$ cat src/rtl/shifter_op_sequencer_pkg.sv
// Shared definitions for the operand2 shifter sequencer: FSM states, shift
// type codes, data-processing instruction field positions and fast-path tests.
package shifter_pkg;

  typedef enum logic [2:0] {
    IDLE,
    RD_RM,
    RD_RS,
    SHIFT,
    CAPT,
    DONE
  } state_t;

  localparam logic [1:0] LSL = 2'b00;
  localparam logic [1:0] LSR = 2'b01;
  localparam logic [1:0] ASR = 2'b10;
  localparam logic [1:0] ROR = 2'b11;

  localparam int unsigned I_BIT     = 25;
  localparam int unsigned RM_LSB    = 0;   // Rm   = [3:0]
  localparam int unsigned RS_LSB    = 8;   // Rs   = [11:8]
  localparam int unsigned AMT_LSB   = 7;   // amt  = [11:7]
  localparam int unsigned TYPE_LSB  = 5;   // type = [6:5]
  localparam int unsigned REGSH_BIT = 4;
  localparam int unsigned ROT_LSB   = 8;   // rot  = [11:8]
  localparam int unsigned IMM_LSB   = 0;   // imm  = [7:0]

  // Immediate with no rotation: operand2 is just the zero-extended byte.
  function automatic logic is_fast_imm(input logic [31:0] instr);
    return instr[I_BIT] && (instr[ROT_LSB +: 4] == 4'd0);
  endfunction

  // Register operand with LSL #0: operand2 is Rm unchanged.
  function automatic logic is_fast_rm(input logic [31:0] instr);
    return !instr[I_BIT] && !instr[REGSH_BIT] &&
           (instr[TYPE_LSB +: 2] == LSL) && (instr[AMT_LSB +: 5] == 5'd0);
  endfunction

endpackage

$ cat src/rtl/shifter_op_sequencer.sv
// Operand2 sequencer: fetches Rm/Rs over one RF read port, drives the barrel
// shifter and hands the result to the ALU. Optional fast path: SHOP_FASTPATH_EN.
module shifter_op_sequencer
  import shifter_pkg::*;
#(
  parameter int RF_AW = 4,
  parameter int DW    = 32
) (
  input  logic             clk,
  input  logic             rst_n,
  input  logic             in_valid,
  output logic             in_ready,
  input  logic [31:0]      in_instr,
  input  logic             cpsr_c,
  output logic [RF_AW-1:0] rf_raddr,
  input  logic [DW-1:0]    rf_rdata,
  output logic             sh_enable,
  output logic [DW-1:0]    sh_in_data,
  output logic [7:0]       sh_in_data_imm,
  output logic             sh_imm_or_reg,
  output logic [2:0]       sh_shift_control,
  output logic [4:0]       sh_shift_amt_imm,
  output logic [DW-1:0]    sh_shift_amt_reg,
  output logic [3:0]       sh_rotation_code,
  output logic             sh_carry_in,
  input  logic [DW-1:0]    sh_out_data,
  input  logic             sh_carry_out,
  output logic             op2_valid,
  input  logic             op2_ready,
  output logic [DW-1:0]    op2_data,
  output logic             op2_carry
);

`ifdef SHOP_FASTPATH_EN
  localparam bit FAST_EN = 1'b1;
`else
  localparam bit FAST_EN = 1'b0;
`endif

  state_t        state;
  logic [31:0]   instr_q;
  logic          c_q;
  logic [DW-1:0] rm_q;
  logic [DW-1:0] rs_q;
  logic          unused_instr_bits;

  assign unused_instr_bits = ^{instr_q[31:26], instr_q[24:12]};

  // Shifter controls come straight from the holding registers, so they are
  // stable from SHIFT through CAPT without extra output flops.
  assign sh_in_data       = rm_q;
  assign sh_in_data_imm   = instr_q[IMM_LSB +: 8];
  assign sh_imm_or_reg    = instr_q[I_BIT];
  assign sh_shift_control = {instr_q[REGSH_BIT], instr_q[TYPE_LSB +: 2]};
  assign sh_shift_amt_imm = instr_q[AMT_LSB +: 5];
  assign sh_shift_amt_reg = rs_q;
  assign sh_rotation_code = instr_q[ROT_LSB +: 4];
  assign sh_carry_in      = c_q;

  always_ff @(posedge clk or negedge rst_n) begin
    if (!rst_n) begin
      state     <= IDLE;
      in_ready  <= 1'b1;
      op2_valid <= 1'b0;
      sh_enable <= 1'b0;
      op2_data  <= '0;
      op2_carry <= 1'b0;
      rf_raddr  <= '0;
      instr_q   <= '0;
      c_q       <= 1'b0;
      rm_q      <= '0;
      rs_q      <= '0;
    end else begin
      case (state)
        IDLE: begin
          if (in_valid && in_ready) begin
            instr_q  <= in_instr;
            c_q      <= cpsr_c;
            in_ready <= 1'b0;
            if (in_instr[I_BIT]) begin
              if (FAST_EN && is_fast_imm(in_instr)) begin
                op2_data  <= DW'(in_instr[IMM_LSB +: 8]);
                op2_carry <= cpsr_c;
                op2_valid <= 1'b1;
                state     <= DONE;
              end else begin
                sh_enable <= 1'b1;
                state     <= SHIFT;
              end
            end else begin
              rf_raddr <= RF_AW'(in_instr[RM_LSB +: 4]);
              state    <= RD_RM;
            end
          end
        end
        RD_RM: begin
          rm_q <= rf_rdata;
          if (instr_q[REGSH_BIT]) begin
            rf_raddr <= RF_AW'(instr_q[RS_LSB +: 4]);
            state    <= RD_RS;
          end else if (FAST_EN && is_fast_rm(instr_q)) begin
            op2_data  <= rf_rdata;
            op2_carry <= c_q;
            op2_valid <= 1'b1;
            state     <= DONE;
          end else begin
            sh_enable <= 1'b1;
            state     <= SHIFT;
          end
        end
        RD_RS: begin
          rs_q      <= rf_rdata;
          sh_enable <= 1'b1;
          state     <= SHIFT;
        end
        SHIFT: begin
          sh_enable <= 1'b0;
          state     <= CAPT;
        end
        CAPT: begin
          op2_data  <= sh_out_data;
          op2_carry <= sh_carry_out;
          op2_valid <= 1'b1;
          state     <= DONE;
        end
        DONE: begin
          if (op2_ready) begin
            op2_valid <= 1'b0;
            in_ready  <= 1'b1;
            state     <= IDLE;
          end
        end
        default: state <= IDLE;
      endcase
    end
  end

endmodule

$ cat config.mk
export PLATFORM = sky130hd
export DESIGN_NAME = shifter_op_sequencer
export DESIGN_NICKNAME = d
export VERILOG_FILES = /design/src/rtl/shifter_op_sequencer_pkg.sv /design/src/rtl/shifter_op_sequencer.sv
export SDC_FILE = /design/constraint.sdc
export NUM_CORES = 1
export LEC_CHECK = 0
export CORE_MARGIN = 10
export CORE_UTILIZATION = 35
export CTS_CLUSTER_SIZE = 30
export DETAILED_ROUTE_END_ITERATION = 10
export PLACE_DENSITY = 0.7
export SKIP_CTS_REPAIR_TIMING = 1
export SLEW_MARGIN = 40
export SYNTH_ARGS = -nofsm -noshare
export SYNTH_HDL_FRONTEND = slang
export SYNTH_SLANG_ARGS = --single-unit
$ cat constraint.sdc
create_clock -name clk -period 3.15 [get_ports clk]
set_input_delay 0.7875 -clock clk [delete_from_list [all_inputs] [get_ports clk]]
set_output_delay 0.7875 -clock clk [all_outputs]
set_load 0.01 [all_outputs]
==> metrics.cfg <==
[route]
routed_via_density=4.64
via_count=3213
remaining_drc_errors=0
postRouteAntennaNets=0
drt_pass1_iterations=4
drt_iter0_markers=84
drt_wl_total_microns=13000
wl_per_cell_microns=18.8

[synth]
synth_fp_nets=396
synth-simple-area-share_pct=2.62
synth.area.mux_share_pct=28.2
yosysWarnings=0
yosys.cell_count.top_type=dfrtp_1
synth-main-ff-cell=dfrtp_1
synth-seq-cells=121
ys_seq_area_share_pct=62.9
synth.distinct_cells=29
syn_area_sq_mm=0.00481
synth_cells=294
synth_top_family_by_area=multiplexers
synth-compound-area-share_pct=2.18
synthTopCellsByArea=dfrtp_1 (62%), mux2_2 (27%), buf_4 (2.2%)
yosys.area.top_type=dfrtp_1
synth-xor-area-share_pct=0
synth_top_area_share_pct=62.4
synth-edff-count=0
syn_area_per_cell_sq_um=16.4
synthAdderAreaFrac_pct=0
ys_top_cells_by_count=dfrtp_1 (120), mux2_2 (115), buf_4 (14)
async_flop_share_pct=100

[sta]
finalSetupTns_ns=0
rsz0062_at_grt=no
finalSetupViolCount=0
slew_headroom_pct=55.8
period_needed_ns=2.36
slew_viol_final=0
finalHoldViolCount=0
tightest_slew_ns=0.663
fin_worst_skew_ns=0.00448
finalCritPeriodShare_pct=74.8
max_freq_mhz=425

[floorplanning]
start_util_pct=36.1
die-area_sq_mm=0.0188
io_pins=228
die_y_microns=137
rows=42
core_sq_mm=0.0133
die_w_microns=137

[clock_tree]
clock_path_buffers=2
cts_num_sinks=121
cts_max_level=4
clkLatencyLatePin_ns=0.41
cts_made_buffers=17
path_clk_slew_ns=0.05
cts_root_buffer=clkbuf_16
tritoncts=done

[pwr]
leakage_nw=3.10
power_w=0.00858
pwr_density_cell_mw_per_mm2=1140
ir_drop_mv=0.475

[global_route]
grt_max_degree=57
antenna_found_initial=0
grt_usage_pct=13.6
grt_pass1_wl_microns=19600
grt_pass1_vias=3501
gr-total-overflow=0

[finish]
multi_input_area_sq_mm=0.00160
layout-drive-gt1-share_pct=30.6
fill_cells=1069
nNetsFinal=606
syn_to_final_growth_pct=56.9
seqCellArea_sq_mm=0.00303
diodes=0
layout.cells.non_filler=693

[placement]
port_buffers=208
placed_cells=661
place_congestion=0.766
dp_hpwl_microns=9780

[worst_setup_path]
critPathCaptureType=primary output
worstPathArrival_ns=1.57
slowest_stage=dfstp_2
crit_fanout=7
worstSetupPathType=flop to primary output
cp.buffers_inverters=1
path_cells=clkdlybuf4s50_1
cp_slowest_stage_delay_ns=0.59
critPathLaunchType=flop
crit_required_ns=2.36
crit_family=flip-flops

[run]
drv_cap=0

[run_status]
outcome=finished, final reports clean

[worst_hold_path]
min_path_type=input port to async pin

layout make-up:
| class | instances | area share [%] |
|---|---|---|
| tap | 176 | 2.91 |
| clock buffer | 23 | 6.19 |
| multi-input combinational | 148 | 21.1 |
| clock inverter | 9 | 1.29 |
| timing repair buffer | 214 | 28.3 |
| inverter | 2 | 0.0994 |
| sequential | 121 | 40.1 |
where the power goes:
part | internal, W | total, W | switching [W]
registers | 0.00237 | 0.00284 | 0.000475
clock network | 0.00120 | 0.00184 | 0.000647
logic | 0.00243 | 0.00390 | 0.00146
total | 0.00599 | 0.00858 | 0.00259
layout by cell type, fill, tap and decap left out, drive strengths merged, types with 2 or more instances in the layout:
cell	Yosys	layout
a311oi	2	2
buf	23	7
bufinv	0	2
clkbuf	0	23
clkdlybuf4s50	0	207
clkinv	0	6
dfrtp	120	120
inv	2	2
mux2	120	120
nand2	4	4
nand2b	2	2
nand3b	3	3
nor3	2	2
nor3b	3	3
path summary, 6_finish.rpt:
path | end | cells after the start | slack, ns | start
min reg2reg | op2_valid | 1 | 0.47 | op2_valid
max reg2reg | sh_in_data[0] | 3 | 1.08 | state[1]
min in group clk | op2_valid | 1 | 0.47 | op2_valid
min | sh_in_data[13] | 1 | 0.36 | rst_n
max in group asynchronous | sh_shift_amt_reg[12] | 2 | 1.98 | rst_n
max | in_ready | 1 | 0.79 | in_ready
metrics by stage:
step | cell area [sq um] | setup slack (ns) | util [%] | hold slack (ns)
3_5_place_dp | 6990 | 0.643 | 52.4 | 0.465
3_3_place_gp | 6990 | 0.669 | 52.4 | 0.462
4_1_cts | 7550 | 0.767 | 56.6 | 0.372
2_1_floorplan | 4810 | 1.25 | - | 0.492
5_1_grt | 7550 | 0.753 | 56.6 | 0.395
6_report | 7550 | 0.795 | 56.6 | 0.363
routing by layer:
layer  track usage (%)  vias up  routed length, microns
met5                 0        -                       0
met4              5.97        0                     186
met3              6.37       16                    1330
met2              22.3      138                    6390
met1              14.8     1595                    5150
li1                  -     1464                       -
cell families (layout without fill, tap and decap cells):
logic type,after synthesis,count (layout)
compound gates,11,11
simple gates,17,17
flops,121,121
buf+inv,25,248
mux,120,120
Note: power is estimated with default switching activity, not from simulation.
